==> config.mk <==
export PLATFORM = sky130hd
export DESIGN_NAME = if_id_pipe_reg
export DESIGN_NICKNAME = d
export VERILOG_FILES = /design/src/rtl/pipe_pkg.sv /design/src/rtl/instruction_fields.sv /design/src/rtl/if_id_pipe_reg.sv
export SDC_FILE = /design/constraint.sdc
export NUM_CORES = 1
export LEC_CHECK = 0
export ABC_AREA = 1
export BUFFER_PORTS_ARGS = -buffer_cell sky130_fd_sc_hd__buf_2
export CAP_MARGIN = 40
export CORE_MARGIN = 2
export CORE_UTILIZATION = 25
export DETAILED_ROUTE_END_ITERATION = 12
export REMOVE_ABC_BUFFERS = 1
export SLEW_MARGIN = 30
export SYNTH_ARGS = -nofsm -noshare
export SYNTH_HDL_FRONTEND = slang
export SYNTH_SLANG_ARGS = --single-unit
==> constraint.sdc <==
create_clock -name clk -period 2.9 [get_ports clk]
set_input_delay 0.145 -clock clk [delete_from_list [all_inputs] [get_ports clk]]
set_output_delay 0.145 -clock clk [all_outputs]
set_load 0.005 [all_outputs]
==> src/rtl/pipe_pkg.sv <==
// -----------------------------------------------------------------------------
// pipe_pkg
//
// Purpose : Constants and types shared by the IF/ID pipeline register and its
//           field-extraction sub-module. Holds the MIPS-style opcode values,
//           the instruction field widths and the decoded-instruction struct
//           that travels through the buffer entries.
//
// Contents:
//   OPC_*        primary opcode values (OPC_LUI selects upper-half immediate)
//   *_W          field widths of a 32-bit instruction word
//   decoded_t    packed struct: opcode, rs, rt, rd, imm, funct, pc4, extend_side
//   occ_e        buffer occupancy encoding (empty / main only / main + skid)
// -----------------------------------------------------------------------------
package pipe_pkg;

   // Instruction field widths
   localparam int WORD_W   = 32;
   localparam int OPCODE_W = 6;
   localparam int REG_W    = 5;
   localparam int IMM_W    = 16;
   localparam int FUNCT_W  = 6;

   // Primary opcodes
   localparam logic [OPCODE_W-1:0] OPC_RTYPE = 6'h00;
   localparam logic [OPCODE_W-1:0] OPC_J     = 6'h02;
   localparam logic [OPCODE_W-1:0] OPC_BEQ   = 6'h04;
   localparam logic [OPCODE_W-1:0] OPC_ADDI  = 6'h08;
   localparam logic [OPCODE_W-1:0] OPC_LUI   = 6'h0F;
   localparam logic [OPCODE_W-1:0] OPC_LW    = 6'h23;
   localparam logic [OPCODE_W-1:0] OPC_SW    = 6'h2B;

   // One decoded instruction as stored in a buffer entry. rd, imm and funct
   // overlap in the raw word; decode picks whichever it needs downstream.
   typedef struct packed {
      logic [OPCODE_W-1:0] opcode;
      logic [REG_W-1:0]    rs;
      logic [REG_W-1:0]    rt;
      logic [REG_W-1:0]    rd;
      logic [IMM_W-1:0]    imm;
      logic [FUNCT_W-1:0]  funct;
      logic [WORD_W-1:0]   pc4;
      logic                extend_side;
   } decoded_t;

   // Buffer occupancy: main entry only, or main plus skid entry
   typedef enum logic [1:0] {
      OCC_EMPTY = 2'd0,
      OCC_ONE   = 2'd1,
      OCC_FULL  = 2'd2
   } occ_e;

endpackage : pipe_pkg

==> src/rtl/instruction_fields.sv <==
// -----------------------------------------------------------------------------
// instruction_fields
//
// Purpose : Purely combinational split of a 32-bit instruction word into its
//           fields, plus the ExtendSide flag (upper-half immediate placement
//           for LUI). The flag is derived here, on the input path, so it is
//           stored alongside the rest of the entry rather than recomputed at
//           the output.
//
// Parameters:
//   LUI_OPCODE  opcode that sets extend_side
//
// Ports:
//   i_word    in   32  instruction word
//   i_pc4     in   32  fetch PC + 4 belonging to i_word
//   o_fields  out  decoded_t  extracted fields, pc4 and extend_side
// -----------------------------------------------------------------------------
module instruction_fields
   import pipe_pkg::*;
#(
   parameter logic [OPCODE_W-1:0] LUI_OPCODE = OPC_LUI
) (
   input  logic [WORD_W-1:0] i_word,
   input  logic [WORD_W-1:0] i_pc4,
   output decoded_t          o_fields
);

   always_comb begin
      // NOTE: every combinational output gets a default first so no path can
      // leave it unassigned and infer a latch.
      o_fields             = '0;
      o_fields.opcode      = i_word[31:26];
      o_fields.rs          = i_word[25:21];
      o_fields.rt          = i_word[20:16];
      o_fields.rd          = i_word[15:11];
      o_fields.imm         = i_word[15:0];
      o_fields.funct       = i_word[5:0];
      o_fields.pc4         = i_pc4;
      o_fields.extend_side = (i_word[31:26] == LUI_OPCODE);
   end

endmodule : instruction_fields

==> src/rtl/if_id_pipe_reg.sv <==
// -----------------------------------------------------------------------------
// if_id_pipe_reg
//
// Purpose : IF/ID pipeline register built as a two-entry skid buffer. The
//           main entry drives every output; the skid entry absorbs the one
//           word that fetch may push in the cycle decode stalls, so in_ready
//           can be a flop that never looks at out_ready.
//
// Configuration:
//   IFID_FLUSH_EN  when defined, adds the Flush input, which empties both
//                  entries, zeroes the field outputs and drops a same-cycle
//                  input transfer. Undefined: no Flush port or logic.
//
// Parameters:
//   LUI_OPCODE  opcode that sets ExtendSide (default 6'h0F)
//   DEPTH       number of entries; only 2 (main + skid) is supported
//
// Ports:
//   clk          in   1   clock, rising edge
//   reset        in   1   synchronous active-high reset
//   in_valid     in   1   fetch offers Instruction / PC_4
//   in_ready     out  1   registered: skid entry empty
//   Instruction  in   32  fetched word
//   PC_4         in   32  fetch PC + 4
//   Flush        in   1   discard buffered words (IFID_FLUSH_EN only)
//   out_valid    out  1   head entry present
//   out_ready    in   1   decode consumes the head entry
//   Opcode       out  6   head Instruction[31:26]
//   Rs/Rt/Rd     out  5   head Instruction[25:21] / [20:16] / [15:11]
//   Immediate    out  16  head Instruction[15:0]
//   Funct        out  6   head Instruction[5:0]
//   ExtendSide   out  1   head opcode == LUI_OPCODE
//   PC_4_out     out  32  head PC_4
// -----------------------------------------------------------------------------
module if_id_pipe_reg
   import pipe_pkg::*;
#(
   parameter logic [OPCODE_W-1:0] LUI_OPCODE = OPC_LUI,
   parameter int                  DEPTH      = 2
) (
   input  logic                clk,
   input  logic                reset,
   input  logic                in_valid,
   output logic                in_ready,
   input  logic [WORD_W-1:0]   Instruction,
   input  logic [WORD_W-1:0]   PC_4,
`ifdef IFID_FLUSH_EN
   input  logic                Flush,
`endif
   output logic                out_valid,
   input  logic                out_ready,
   output logic [OPCODE_W-1:0] Opcode,
   output logic [FUNCT_W-1:0]  Funct,
   output logic [REG_W-1:0]    Rs,
   output logic [REG_W-1:0]    Rt,
   output logic [REG_W-1:0]    Rd,
   output logic [IMM_W-1:0]    Immediate,
   output logic                ExtendSide,
   output logic [WORD_W-1:0]   PC_4_out
);

   // The occupancy logic below is written for exactly main + skid.
   if (DEPTH != 2) begin : g_depth_check
      $error("if_id_pipe_reg: only DEPTH = 2 is supported");
   end

   // ---------------------------------------------------------------------------
   // Field extraction on the input path
   // ---------------------------------------------------------------------------
   decoded_t w_in_entry;

   instruction_fields #(
      .LUI_OPCODE (LUI_OPCODE)
   ) u_fields (
      .i_word   (Instruction),
      .i_pc4    (PC_4),
      .o_fields (w_in_entry)
   );

   // ---------------------------------------------------------------------------
   // State
   // ---------------------------------------------------------------------------
   occ_e     r_occ;
   occ_e     w_occ_nxt;
   decoded_t r_main;
   decoded_t r_skid;
   decoded_t w_main_nxt;
   decoded_t w_skid_nxt;
   logic     r_in_ready;
   logic     r_out_valid;

   logic     w_push;
   logic     w_pop;

   assign w_push = in_valid  && r_in_ready;
   assign w_pop  = r_out_valid && out_ready;

   // ---------------------------------------------------------------------------
   // Next-state: occupancy and entry contents
   // ---------------------------------------------------------------------------
   always_comb begin
      w_occ_nxt  = r_occ;
      w_main_nxt = r_main;
      w_skid_nxt = r_skid;

      case (r_occ)
         OCC_EMPTY: begin
            if (w_push) begin
               w_main_nxt = w_in_entry;
               w_occ_nxt  = OCC_ONE;
            end
         end

         OCC_ONE: begin
            if (w_push && w_pop) begin
               // Head leaves while the new word takes its place.
               w_main_nxt = w_in_entry;
            end else if (w_push) begin
               w_skid_nxt = w_in_entry;
               w_occ_nxt  = OCC_FULL;
            end else if (w_pop) begin
               // Main keeps its contents so the outputs hold their last values.
               w_occ_nxt = OCC_EMPTY;
            end
         end

         OCC_FULL: begin
            // in_ready is low here, so only a pop can happen.
            if (w_pop) begin
               w_main_nxt = r_skid;
               w_occ_nxt  = OCC_ONE;
            end
         end

         default: begin
            w_occ_nxt = OCC_EMPTY;
         end
      endcase

`ifdef IFID_FLUSH_EN
      // Flush overrides any transfer decided above, including a push.
      if (Flush) begin
         w_occ_nxt  = OCC_EMPTY;
         w_main_nxt = '0;
         w_skid_nxt = '0;
      end
`endif
   end

   // ---------------------------------------------------------------------------
   // Registers
   // ---------------------------------------------------------------------------
   always_ff @(posedge clk) begin
      // NOTE: sequential state uses non-blocking assignments so every flop
      // samples the pre-edge values of the others.
      if (reset) begin
         // NOTE: the entry payloads are reset too, not just the valid state,
         // because the field outputs must read 0 after reset.
         r_occ       <= OCC_EMPTY;
         r_main      <= '0;
         r_skid      <= '0;
         r_in_ready  <= 1'b1;
         r_out_valid <= 1'b0;
      end else begin
         r_occ       <= w_occ_nxt;
         r_main      <= w_main_nxt;
         r_skid      <= w_skid_nxt;
         // Handshake flags are flopped from the next occupancy so neither
         // depends combinationally on out_ready.
         r_in_ready  <= (w_occ_nxt != OCC_FULL);
         r_out_valid <= (w_occ_nxt != OCC_EMPTY);
      end
   end

   // ---------------------------------------------------------------------------
   // Outputs: all fields come from the main entry only
   // ---------------------------------------------------------------------------
   assign in_ready   = r_in_ready;
   assign out_valid  = r_out_valid;
   assign Opcode     = r_main.opcode;
   assign Funct      = r_main.funct;
   assign Rs         = r_main.rs;
   assign Rt         = r_main.rt;
   assign Rd         = r_main.rd;
   assign Immediate  = r_main.imm;
   assign ExtendSide = r_main.extend_side;
   assign PC_4_out   = r_main.pc4;

endmodule : if_id_pipe_reg

Yosys cells after proc, flatten, opt, wreduce, memory -nomap -nowiden
Index checks and enable logic that the tools add are counted.

Register bits after elaboration: 156. Bits in latches: 0. Bits in writable memories: 0. Bits in read-only memories: 0. Memories kept: 0.

$add $sub $neg: 0. $mul: 0. Divide/modulo/power cells: 0. Order comparisons: 0. Equal/unequal tests: 7. Shifts and indexed selects: 0. Mux-type cells: 10. Bitwise operators: 1. Reductions and logical operators: 8.

Operators by type and width (number): 76-bit two-way mux (3); 76-bit one-hot mux with 3 select lines (1); 2-bit two-way mux (5); 2-bit inequality test, second input constant (4); 6-bit by 4-bit == test with 1-bit output, second input constant (1); 2-bit one-hot mux with 3 select lines (1); 4-bit AND reduction (1); 1-bit logical AND (3); 3-bit AND reduction (1); 3-bit nonzero test (1); 2-bit by 1-bit == test with 1-bit output, second input constant (1); 2-bit == test, second input constant (1); 2-bit logical NOT (1); 2-bit nonzero test (1); 1-bit NOT (1).

Longest topological paths before layout
Depth in word-level cells: 6. Gate-level depth with buffers: 9. Depth with buffers taken out: 7.

By module
Synthesis repeated with hierarchy kept, for this count alone.

Cells, all modules: 1235. Area total of the unflattened synthesis: 7684.9 um2.

Modules (own cells, without submodules): if_id_pipe_reg (instances 1, cells each 1154, area each 7096.8 um2, seq. area each 3123.0 um2); instruction_fields (instances 1, cells each 81, area each 588.1 um2, seq. area each 0.0 um2).

Worst setup path before layout
OpenSTA, ideal clock, no wires.

Path type: register to register. Start: register r_occ[0]. End: register r_main, in the netlist Immediate[0]. Library setup time: 0.113 ns. Data arrival time: 1.100 ns. Required time: 2.787 ns. Slack: 1.688 ns. Stages on the path, launching flop included: 10. Buffers on the path: 2. Period minus slack after synthesis: 1.212 ns. Path through: dfxtp_1 > inv_2 > nand2_1 > nand2_1 > nand2_1 > buf_4 > buf_2 > nand2_1 > nand2_1 > nor2_1.

Longest elaborated chain between the ends: 3. Elaborated cells on any way between the ends: 9.

Ends and longest elaborated chain: start: declaration (line if_id_pipe_reg.sv:83) `occ_e r_occ;`; start signal: assignment (line if_id_pipe_reg.sv:165) `r_occ <= w_occ_nxt;`; 2-bit by 1-bit == test with 1-bit output (tied with other cells) (line if_id_pipe_reg.sv:106) `case (r_occ)`; 2-bit inequality test (no source line) / 3-bit nonzero test (equally long branches); 4-bit AND reduction (no source line); end signal: assignment (line if_id_pipe_reg.sv:166) `r_main <= w_main_nxt;`; end: declaration (line if_id_pipe_reg.sv:85) `decoded_t r_main;`.

Parallel ways exist; a longest one is shown, timed or not. A chain may end at the register's enable or synchronous reset.

Final worst setup path
Start: register r_occ[0]. End: register r_main, in the netlist Rs[3].

The elaborated chain is that of the path after synthesis.

==> run_results.csv <==
group,metric,value,unit
synth,ys_types,15,
setup_path,path_cells,"inv_2 -> nand2_4 -> nand2_1 -> nand2_4 -> buf_12 -> nand2_1 -> nand2_1 -> nor2_1",
synth,async_reset_ff_frac,0,
pwr,swShare,0.294,
finish,stdcell_count,1510,
setup_path,cp.required,3.20,ns
detailed_routing,drt-met1-wl,7.14,mm
cts,post_cts_buffers,0,
sta,period_share,0.563,
cts,cts_made_buffers,17,
global_routing,grt_first_pass_wirelength,25.0,mm
cts,clock_sinks,134,
synth,ys_seq_area_frac,0.436,
global_routing,grt_start_max_net_pins,131,
synth,yosys-top-cells-count,"nand2_1, nor2_1, dfxtp_1",
status,status,"finished clean",
synth,synth_edf_count,0,
sta,final_max_slew_viol_count,0,
setup_path,crit_family,"buffers and inverters",
cts,cts_buffer_depth,2,
floorplan,pin_count,146,
synth,syn_area,6150,sq um
detailed_routing,top_layer_used,"met4",
global_routing,grt_pass1_vias,5339,
place,gp_congestion,0.714,
detailed_routing,num_vias,5845,
place,dp.cells,1416,
pwr,internal_power,3.94,mW
floorplan,die_w,161,um
setup_path,slowest_delay,0.44,ns
global_routing,grt_usage,0.117,
place,portBuffers,145,
pwr,seq_power_share,0.394,
pwr,total_power,5.58,mW
sta,holdWs,0.0237,ns
place,dp.final_hpwl,8.49,mm
setup_path,critPathArrivalTime,1.93,ns
detailed_routing,dr_wl_met2,6.66,mm
floorplan,core.rowCount,57,
sta,fin_crit,1.63,ns
pwr,combPwrFrac,0.217,
cts,clock_latency,0.41,ns
finish,diodes,0,
synth,yosys-top-cells-area,"dfxtp_1, nand2_1, nor2_1",
finish,post-route-util,0.341,
pwr,ir_drop,0.348,mV
cts,cts_tree,"built",
detailed_routing,drc,0,
detailed_routing,antenna_left,0,
sta,tightest_slew,0.689,ns
synth,synth_most_common_cell,"nand2_1",
sta,clock_skew,0.00936,ns
pwr,pwr-share-clk,0.389,
flow_run,cap_viol_max_count,0,
cts,clk_pin_slew_worst_paths,0.06,ns
detailed_routing,wl_per_cell,9.63,um
setup_path,cp_max_fo,130,
sta,fmax,613,MHz
synth,synthCells,1008,
synth,ys.flop_type,"dfxtp_1",
synth,synth_area_per_cell,6.10,sq um
cts,root_buffer,"clkbuf_16",
detailed_routing,drt_iter0_markers,349,
synth,synth_top_area_frac,0.436,
synth,synth_top_area_cell,"dfxtp_1",
setup_path,start_kind,"register",
hold_path,min_path_type,"in -> reg",
setup_path,critPathMostFrequentCell,"nand2_1",
detailed_routing,dr.pass1.iters,6,
floorplan,fp.dieArea,25900,sq um
setup_path,cp_slowest_cell,"dfxtp_1",
detailed_routing,wl_met3,619,um
finish,drive_gt1_frac,0.157,
sta,relSlewSlack,0.541,
detailed_routing,drt_wl_total,14.5,mm
finish,fillCellCount,2647,
pwr,p_per_area,675,nW/um^2
sta,rsz0062_at_grt,"no",
finish,fin_nets,1242,
finish,area_delta_synth_final,34.4,%
floorplan,core,24200,sq um
floorplan,die_y,161,um
detailed_routing,routed_via_density,3.87,
global_routing,grt_overflow_total,0,
synth,postSynthRegisterBits,134,
synth,yosysWarnings,0,
pwr,p_sw,1.64,mW
floorplan,initial_core_util,0.253,
pwr,leakagePower,4.56,nW
sta,setup_violations,0,
cts,cts_htree_levels,4,
setup_path,crit_buf_inv,2,
global_routing,antenna_found_initial,0,
sta,hold_violations,0,
setup_path,critPathKind,"reg -> reg",
setup_path,endpoint_kind,"register",
-- cells in the final DEF, fill, tap and decap left out --
cell type      instances
clkinv_2               3
nand3_4                1
o21ai_1                1
inv_2                  2
o21ai_0               65
nand4_1                1
buf_4                  3
clkbuf_8               4
clkbuf_1               2
bufinv_16              2
dlygate4sd3_1         63
nand2_4                2
nand2_1              334
inv_4                  1
clkinvlp_4             3
dfxtp_1              134
inv_1                132
nor2_1               264
nand3_1                3
buf_2                145
clkbuf_16             17
buf_12                 3
a21oi_1                1
-- cell type report --
type | count | area [sq um] | share of cell area
flip-flops and latches | 134 | 2680 | 0.325
multi-input cells | 672 | 2640 | 0.320
repair buffers | 214 | 1440 | 0.174
well taps | 324 | 405 | 0.0491
clock buffers | 23 | 488 | 0.0591
inverters | 135 | 509 | 0.0616
clock inverters | 8 | 97.6 | 0.0118
-- final timing paths --
| path | slack, ns | cells after the start | to | from |
|---|---|---|---|---|
| worst min register to register | 0.50 | 4 | PC_4_out[19] | PC_4_out[19] |
| worst max-delay path | 1.27 | 8 | Rs[3] | r_occ[0] |
| worst min-delay path | 0.02 | 3 | r_skid[74] | Instruction[30] |
| worst max register to register | 1.27 | 8 | Rs[3] | r_occ[0] |
-- cell families after synthesis --
family / share of synthesized area
AOI/OAI and AO/OA: 0.0546
buffers and inverters: 0.138
DFF: 0.436
and+or+nand+nor: 0.371
-- worst reg2reg max path: cells and delay by family (launching register included) --
kind | cells | cell delay [ns]
buffers and inverters | 2 | 0.52
AND/OR/NAND/NOR | 6 | 0.56
flip-flops | 1 | 0.44
-- registers in the layout, summed over array words and instances (netlist names), 2 cells and up --
register   flops
Rs             5
Opcode         6
Immediate     11
Rt             5
r_occ          2
Rd             5
r_skid        65
PC_4_out      32
-- power by group through the flow --
stage	registers [mW]	clock network [mW]	logic, mW
after global placement	2.23	0	1.14
after floorplan	2.25	0	0.783
after detailed placement	2.24	0	1.15
after global routing	2.23	2.34	1.43
after CTS	2.20	2.26	1.23
final	2.20	2.17	1.21
-- metal layers --
layer	GRT usage	up-vias
li1	-	3247
met1	0.149	2481
met2	0.195	108
met3	0.0325	9
met4	0.0329	0
met5	0	-
-- repair_timing --
action                                 4_1_cts  5_1_grt
endpoints found under the hold margin       63        0
gates resized for setup                      0        0
setup endpoints to repair                    0        0
hold buffers                                63        0
-- through the flow --
stage | worst slack (ns) | setup TNS, ns | instance area [sq um]
2_1_floorplan | -1.96 | -154.69 | 5800
3_3_place_gp | 1.29 | 0 | 7050
3_5_place_dp | 1.29 | 0 | 7050
4_1_cts | 1.28 | 0 | 8260
5_1_grt | 1.11 | 0 | 8260
6_report | 1.27 | 0 | 8260
Note: power is estimated with default switching activity, not from simulation.
